**src/rtl/rvm_credit_ledger_if.sv**
```systemverilog
// Sorter, receipt-printer and status signals of the reverse-vending credit ledger.
// The ledger takes the slave modport; the sorter/printer/test side takes master.
interface rvm_credit_ledger_if;
    logic [2:0]  status_code;
    logic        bc_pulse;
    logic        cc_pulse;
    logic        receipt_req;
    logic        rcpt_ready;
    logic        rcpt_valid;
    logic [7:0]  rcpt_data;
    logic [7:0]  bottle_count;
    logic [7:0]  can_count;
    logic [11:0] credit;
    logic        proto_err;
    logic [3:0]  err_count;
    logic        busy;

    modport master (
        output status_code, bc_pulse, cc_pulse, receipt_req, rcpt_ready,
        input  rcpt_valid, rcpt_data, bottle_count, can_count, credit,
               proto_err, err_count, busy
    );

    modport slave (
        input  status_code, bc_pulse, cc_pulse, receipt_req, rcpt_ready,
        output rcpt_valid, rcpt_data, bottle_count, can_count, credit,
               proto_err, err_count, busy
    );
endinterface

```
**src/rtl/rvm_credit_ledger.sv**
```systemverilog
// Session ledger for a reverse vending machine: counts bottles/cans, streams a 5-byte receipt.
// Define RVM_LEDGER_PROTO_CHECK_EN to enable sorter protocol checking and pulse qualification.
module rvm_credit_ledger #(
    parameter int BOTTLE_VALUE = 10,
    parameter int CAN_VALUE    = 5
) (
    input  logic                 clk,
    input  logic                 reset,
    rvm_credit_ledger_if.slave   bus
);

    typedef enum logic [1:0] {IDLE, TRACK, SEND} state_t;

    localparam logic [13:0] BOTTLE_INC = 14'(BOTTLE_VALUE);
    localparam logic [13:0] CAN_INC    = 14'(CAN_VALUE);

    state_t      state_q, state_d;
    logic        req_q;
    logic        valid_q;
    logic [2:0]  byte_idx_q;
    logic [7:0]  bottle_q, can_q;
    logic [11:0] credit_q;
    logic [7:0]  snap_bottle_q, snap_can_q;
    logic [11:0] snap_credit_q;

    logic        start_send, last_xfer, xfer;
    logic        bottle_acc, can_acc;
    logic [7:0]  bottle_base, can_base, bottle_d, can_d;
    logic [11:0] credit_base, credit_d;
    logic [13:0] credit_sum;

    assign start_send = (state_q != SEND) && bus.receipt_req && !req_q && (bus.status_code == 3'd0);
    assign xfer       = (state_q == SEND) && valid_q && bus.rcpt_ready;
    assign last_xfer  = xfer && (byte_idx_q == 3'd4);

`ifdef RVM_LEDGER_PROTO_CHECK_EN
    logic [2:0] prev_code_q;
    logic       proto_err_q;
    logic [3:0] err_count_q;
    logic       violation;

    function automatic logic legal_step(input logic [2:0] p, input logic [2:0] c);
        case (p)
            3'd0:    legal_step = (c == 3'd0) || (c == 3'd1);
            3'd1:    legal_step = (c >= 3'd1) && (c <= 3'd4);
            3'd2:    legal_step = (c == 3'd2) || (c == 3'd5);
            3'd3:    legal_step = (c == 3'd3) || (c == 3'd5);
            3'd4:    legal_step = (c == 3'd4) || (c == 3'd5);
            3'd5:    legal_step = (c == 3'd5) || (c == 3'd0);
            default: legal_step = 1'b0;
        endcase
    endfunction

    assign bottle_acc = bus.bc_pulse && !bus.cc_pulse && (bus.status_code == 3'd3);
    assign can_acc    = bus.cc_pulse && !bus.bc_pulse && (bus.status_code == 3'd2);
    // Illegal codes 6/7 fail legal_step as both destination and source.
    assign violation  = !legal_step(prev_code_q, bus.status_code)
                      || (bus.bc_pulse && !bottle_acc)
                      || (bus.cc_pulse && !can_acc);

    always_ff @(posedge clk) begin
        if (reset) begin
            prev_code_q <= 3'd0;
            proto_err_q <= 1'b0;
            err_count_q <= 4'd0;
        end else begin
            prev_code_q <= bus.status_code;
            proto_err_q <= violation;
            if (violation && err_count_q != 4'hF)
                err_count_q <= err_count_q + 4'd1;
        end
    end

    assign bus.proto_err = proto_err_q;
    assign bus.err_count = err_count_q;
`else
    assign bottle_acc    = bus.bc_pulse;
    assign can_acc       = bus.cc_pulse;
    assign bus.proto_err = 1'b0;
    assign bus.err_count = 4'd0;
`endif

    // NOTE: every always_comb output gets a default first so no path infers a latch.
    always_comb begin
        state_d = state_q;
        unique case (state_q)
            IDLE:    if (start_send) state_d = SEND;
                     else if (bus.status_code != 3'd0) state_d = TRACK;
            TRACK:   if (start_send) state_d = SEND;
                     else if (bus.status_code == 3'd0) state_d = IDLE;
            SEND:    if (last_xfer) state_d = IDLE;
            default: state_d = IDLE;
        endcase
    end

    // A session clears on SEND entry; a pulse accepted that same cycle opens the new one.
    always_comb begin
        bottle_base = start_send ? 8'd0  : bottle_q;
        can_base    = start_send ? 8'd0  : can_q;
        credit_base = start_send ? 12'd0 : credit_q;
        bottle_d    = (bottle_acc && bottle_base != 8'hFF) ? bottle_base + 8'd1 : bottle_base;
        can_d       = (can_acc    && can_base    != 8'hFF) ? can_base    + 8'd1 : can_base;
        credit_sum  = {2'b00, credit_base}
                    + (bottle_acc ? BOTTLE_INC : 14'd0)
                    + (can_acc    ? CAN_INC    : 14'd0);
        credit_d    = (credit_sum > 14'd4095) ? 12'hFFF : credit_sum[11:0];
    end

    // NOTE: sequential state uses non-blocking assignments so every register samples pre-edge values.
    always_ff @(posedge clk) begin
        if (reset) begin
            state_q       <= IDLE;
            req_q         <= 1'b0;
            valid_q       <= 1'b0;
            byte_idx_q    <= 3'd0;
            bottle_q      <= 8'd0;
            can_q         <= 8'd0;
            credit_q      <= 12'd0;
            snap_bottle_q <= 8'd0;
            snap_can_q    <= 8'd0;
            snap_credit_q <= 12'd0;
        end else begin
            state_q  <= state_d;
            req_q    <= bus.receipt_req;
            bottle_q <= bottle_d;
            can_q    <= can_d;
            credit_q <= credit_d;
            if (start_send) begin
                snap_bottle_q <= bottle_q;
                snap_can_q    <= can_q;
                snap_credit_q <= credit_q;
                byte_idx_q    <= 3'd0;
                valid_q       <= 1'b1;
            end else if (xfer) begin
                if (last_xfer) begin
                    byte_idx_q <= 3'd0;
                    valid_q    <= 1'b0;
                end else begin
                    byte_idx_q <= byte_idx_q + 3'd1;
                end
            end
        end
    end

    always_comb begin
        bus.rcpt_data = 8'h00;
        if (valid_q) begin
            case (byte_idx_q)
                3'd0:    bus.rcpt_data = 8'hA5;
                3'd1:    bus.rcpt_data = snap_bottle_q;
                3'd2:    bus.rcpt_data = snap_can_q;
                3'd3:    bus.rcpt_data = {4'h0, snap_credit_q[11:8]};
                3'd4:    bus.rcpt_data = snap_credit_q[7:0];
                default: bus.rcpt_data = 8'h00;
            endcase
        end
    end

    assign bus.rcpt_valid   = valid_q;
    assign bus.bottle_count = bottle_q;
    assign bus.can_count    = can_q;
    assign bus.credit       = credit_q;
    assign bus.busy         = (state_q == SEND);

endmodule
```
**src/flat_wrapper.sv**
```systemverilog
// flat-port wrapper written by rule: the top's interface ports become plain ports
module rvm_credit_ledger_flat 
#(
    parameter int BOTTLE_VALUE = 10,
    parameter int CAN_VALUE    = 5
)
  (clk, reset, bus_status_code, bus_bc_pulse, bus_cc_pulse, bus_receipt_req, bus_rcpt_ready, bus_rcpt_valid, bus_rcpt_data, bus_bottle_count, bus_can_count, bus_credit, bus_proto_err, bus_err_count, bus_busy);
  rvm_credit_ledger_if bus_i ();
  input  logic clk;
  input  logic reset;
  input wire logic [$bits(bus_i.status_code)-1:0] bus_status_code;
  input wire logic [$bits(bus_i.bc_pulse)-1:0] bus_bc_pulse;
  input wire logic [$bits(bus_i.cc_pulse)-1:0] bus_cc_pulse;
  input wire logic [$bits(bus_i.receipt_req)-1:0] bus_receipt_req;
  input wire logic [$bits(bus_i.rcpt_ready)-1:0] bus_rcpt_ready;
  output wire logic [$bits(bus_i.rcpt_valid)-1:0] bus_rcpt_valid;
  output wire logic [$bits(bus_i.rcpt_data)-1:0] bus_rcpt_data;
  output wire logic [$bits(bus_i.bottle_count)-1:0] bus_bottle_count;
  output wire logic [$bits(bus_i.can_count)-1:0] bus_can_count;
  output wire logic [$bits(bus_i.credit)-1:0] bus_credit;
  output wire logic [$bits(bus_i.proto_err)-1:0] bus_proto_err;
  output wire logic [$bits(bus_i.err_count)-1:0] bus_err_count;
  output wire logic [$bits(bus_i.busy)-1:0] bus_busy;
  assign bus_i.status_code = bus_status_code;
  assign bus_i.bc_pulse = bus_bc_pulse;
  assign bus_i.cc_pulse = bus_cc_pulse;
  assign bus_i.receipt_req = bus_receipt_req;
  assign bus_i.rcpt_ready = bus_rcpt_ready;
  assign bus_rcpt_valid = bus_i.rcpt_valid;
  assign bus_rcpt_data = bus_i.rcpt_data;
  assign bus_bottle_count = bus_i.bottle_count;
  assign bus_can_count = bus_i.can_count;
  assign bus_credit = bus_i.credit;
  assign bus_proto_err = bus_i.proto_err;
  assign bus_err_count = bus_i.err_count;
  assign bus_busy = bus_i.busy;
  rvm_credit_ledger #(.BOTTLE_VALUE(BOTTLE_VALUE), .CAN_VALUE(CAN_VALUE)) u_core (.clk(clk), .reset(reset), .bus(bus_i));
endmodule
```
**config.mk**
```make
export PLATFORM = sky130hd
export DESIGN_NAME = rvm_credit_ledger_flat
export DESIGN_NICKNAME = d
export VERILOG_FILES = /design/src/rtl/rvm_credit_ledger_if.sv /design/src/rtl/rvm_credit_ledger.sv /design/src/flat_wrapper.sv
export SDC_FILE = /design/constraint.sdc
export NUM_CORES = 1
export LEC_CHECK = 0
export ABC_AREA = 0
export ABC_CLOCK_PERIOD_IN_PS = 3500
export CAP_MARGIN = 20
export CORE_AREA = 2 2 81 83
export CTS_CLUSTER_DIAMETER = 30
export DETAILED_ROUTE_END_ITERATION = 12
export DIE_AREA = 0 0 83 85
export PLACE_DENSITY = 0.86
export SLEW_MARGIN = 20
export SYNTH_ARGS = -nofsm -noshare
export SYNTH_HDL_FRONTEND = slang
export SYNTH_SLANG_ARGS = --single-unit
export TNS_END_PERCENT = 30
```
**constraint.sdc**
```tcl
create_clock -name clk -period 3.5 [get_ports clk]
set_clock_uncertainty 0.15 [all_clocks]
set_input_delay 0.7 -clock clk [delete_from_list [all_inputs] [get_ports clk]]
set_output_delay 0.7 -clock clk [all_outputs]
set_load 0.02 [all_outputs]
```
==> results.json <==
{
  "cts_hold_buf": 0,
  "synth_flop_cell": "dfxtp_1",
  "drc": 0,
  "post-route-period-util": 0.9483,
  "diodes": 0,
  "top_layer": "met4",
  "die_area_sq_um": 7055,
  "clkLatencyLatePin_ns": 0.35,
  "max-vdd-ir-drop_mv": 0.2447,
  "port_buffers": 46,
  "rsz0062_at_grt": "false",
  "hold_viol": 0,
  "p_seq_frac": 0.460,
  "synth_cells": 387,
  "cts_tree": "done",
  "fin_tns_setup_ns": 0,
  "r2r-start": "u_core.state_q[0]",
  "cp-startpoint": "u_core.byte_idx_q[0]",
  "dieWidth_microns": 83,
  "synth_cell_types": 54,
  "p_comb_frac": 0.140,
  "synth_top_area_share": 0.3930,
  "antenna_found_initial": 0,
  "area_delta_synth_final_pct": 23.04,
  "slew_headroom": 0.3985,
  "layout-drive-gt1-share": 0.09255,
  "switchingPower_mw": 0.4363,
  "post_cts_resized": 0,
  "dp_hpwl_microns": 5848,
  "path_cells": "inv_1 > ha_1 > a222oi_1 > o21a_1 > nor2_1 > clkdlybuf4s50_1",
  "drt_iter0_drc": 343,
  "yosysWarnings": 0,
  "regToRegSetupSlack_ns": 0.71,
  "min-delay-path-class": "reg -> reg",
  "synth_edf_count": 0,
  "wl_met3_microns": 434,
  "worstSetupStartpointType": "register",
  "postRouteAntennaNets": 0,
  "p_sw_frac": 0.2632,
  "async_reset_ff_frac": 0,
  "cts_max_path_buffers": 2,
  "syn-cell-area_sq_um": 3209,
  "seq_area_frac_synth": 0.3930,
  "nets": 459,
  "vias": 3067,
  "period_needed_ns": 3.319,
  "endpoint": "bus_rcpt_data[0]",
  "numCtsBuffers": 9,
  "end_kind": "output port",
  "maxSlewViolCount": 0,
  "grt_usage": 0.2361,
  "critical_path.max_fanout": 14,
  "clk_pin_slew_ns": 0.06,
  "ff_latch_area_sq_um": 1261,
  "grt.overflow.total": 0,
  "critPathSlowestCell": "clkdlybuf4s50_1",
  "power.leakage_nw": 1.436,
  "cts_root_buf": "clkbuf_8",
  "setup_violations": 0,
  "initial_core_util": 0.5172,
  "wirelength_microns": 8166,
  "tightest_slew_ns": 0.8981,
  "critical_path_buf_inv_count": 2,
  "slowest_delay_ns": 0.53,
  "clkSinkCount": 63,
  "layout.filler_cells": 519,
  "layout_common_cells": "nand2_1 (64), dfxtp_1 (63), a21oi_1 (49)",
  "synthTopCellsByArea": "dfxtp_1 (39%), a21oi_1 (7.6%), nand2_1 (7.5%)",
  "fmax_ghz": 0.3013,
  "cap_violations": 0,
  "grt_pass1_vias": 2835,
  "r2r_end": "u_core.bus.credit[4]",
  "row_count": 29,
  "final_common_cell": "nand2_1",
  "syn_avg_cell_area_sq_um": 8.293,
  "power.density_nw_per_um2": 419.9,
  "cts_max_level": 3,
  "arrival_ns": 2.47,
  "outcome": "completed",
  "final_util": 0.6364,
  "viasPerCell": 5.898,
  "reg2regPathDepth": 10,
  "path_class": "reg -> out",
  "wl_met2_microns": 3985,
  "p_int_mw": 1.222,
  "multi_input_area_sq_um": 1757,
  "grt_pass1_wl_microns": 13400,
  "die_h_microns": 85,
  "required_ns": 2.65,
  "dr.pass1.iters": 5,
  "cp_num_cells": 6,
  "grt_max_degree": 44,
  "clkPwrFrac": 0.400,
  "cts_setup_buffers": 0,
  "wl_per_cell_microns": 15.70,
  "core_area_sq_um": 6205,
  "num_io_pins": 52,
  "wl_met1_microns": 3572,
  "synth_top_cell_by_area": "dfxtp_1",
  "ys_ff_latch": 63,
  "place.gp.congestion": 0.8446,
  "crit_family": "compound AO/OA/AOI/OAI gates"
}
==> state kept, by name (all words and copies together) (netlist names) <==
signal,cells
u_core.bus.bottle_count,8
u_core.bus.can_count,8
u_core.bus.credit,12
u_core.bus.rcpt_valid,1
u_core.byte_idx_q,3
u_core.req_q,1
u_core.snap_bottle_q,8
u_core.snap_can_q,8
u_core.snap_credit_q,12
u_core.state_q,2
==> cell type report <==
cell class / count / area share
clock buffers: 13 / 0.04278
clock inverters: 3 / 0.01014
inverters: 14 / 0.01331
multi-input cells: 289 / 0.4449
flip-flops and latches: 63 / 0.3194
well taps: 77 / 0.02440
repair buffers: 61 / 0.1451
==> cells by family after synthesis <==
family,after synthesis,share of synthesized area
xor gates and xnor gates,3,0.008189
adders and majority gates,12,0.04912
buffers and inverters,39,0.06433
AOI/OAI and AO/OA,125,0.2546
and+or+nand+nor,141,0.2203
other,1,0.001168
DFF,63,0.3930
muxes,3,0.009357
==> synthesized netlist by cell type, types with 4 or more instances <==
cell type / number
o211ai_1: 9
nand3_1: 11
nor2_1: 16
and2_1: 12
buf_6: 4
dfxtp_1: 63
or3_1: 6
o31ai_1: 6
a31oi_1: 9
o21a_1: 4
buf_4: 5
buf_2: 4
nor3_1: 5
nand4_1: 7
nand2_1: 64
inv_1: 14
a21oi_1: 49
o21ai_0: 14
a211oi_1: 4
ha_1: 11
clkbuf_1: 11
a211o_1: 4
a21oi_2: 4
==> stage by stage <==
| stage | power (mW) | hold slack (ns) | instances | instance area, sq um | worst slack, ns |
|---|---|---|---|---|---|
| after floorplan | 0.9211 | 0.2857 | 391 | 3224 | 0.4716 |
| after global placement | 0.9971 | 0.2958 | 504 | 3740 | 0.1479 |
| after detailed placement | 1.005 | 0.2994 | 504 | 3740 | 0.01885 |
| after CTS | 1.659 | 0.3088 | 520 | 3949 | 0.1881 |
| after global routing | 1.722 | 0.3247 | 520 | 3949 | 0.009853 |
| final | 1.658 | 0.3098 | 520 | 3949 | 0.1810 |
==> power by group through the flow <==
stage	combinational, mW	sequential [mW]	clock, mW
floorplan	0.131	0.790	0
finish	0.232	0.762	0.664
CTS	0.231	0.761	0.668
global route	0.252	0.765	0.704
detailed placement	0.228	0.777	0
global placement	0.220	0.777	0
==> how the worst min path moves through the flow <==
| stage | start | to | slack (ns) | cells after the start |
|---|---|---|---|---|
| after global placement | u_core.snap_credit_q[5] | u_core.snap_credit_q[5] | 0.30 | 2 |
| after CTS | u_core.snap_credit_q[3] | u_core.snap_credit_q[3] | 0.31 | 2 |
| after floorplan | u_core.snap_can_q[0] | u_core.snap_can_q[0] | 0.29 | 2 |
| after global routing | u_core.snap_can_q[0] | u_core.snap_can_q[0] | 0.32 | 2 |
| after detailed placement | u_core.snap_credit_q[3] | u_core.snap_credit_q[3] | 0.30 | 2 |
| final | u_core.snap_credit_q[3] | u_core.snap_credit_q[3] | 0.31 | 2 |
==> metal layers <==
| layer | vias to the layer above | track usage |
|---|---|---|
| li1 | 1498 | - |
| met1 | 1465 | 0.3011 |
| met2 | 86 | 0.3834 |
| met3 | 18 | 0.05058 |
| met4 | 0 | 0.1118 |
| met5 | - | 0 |
==> worst register-to-register path: cells and delay by family (launching register included) <==
family / cells / cell delay, ns
buffers and inverters: 1 / 0.07
AND/OR/NAND/NOR: 4 / 0.81
adder cells (fa/ha/maj): 2 / 0.60
flip-flops: 1 / 0.31
AO/OA/AOI/OAI: 3 / 0.76
Note: power is estimated with default switching activity, not from simulation.
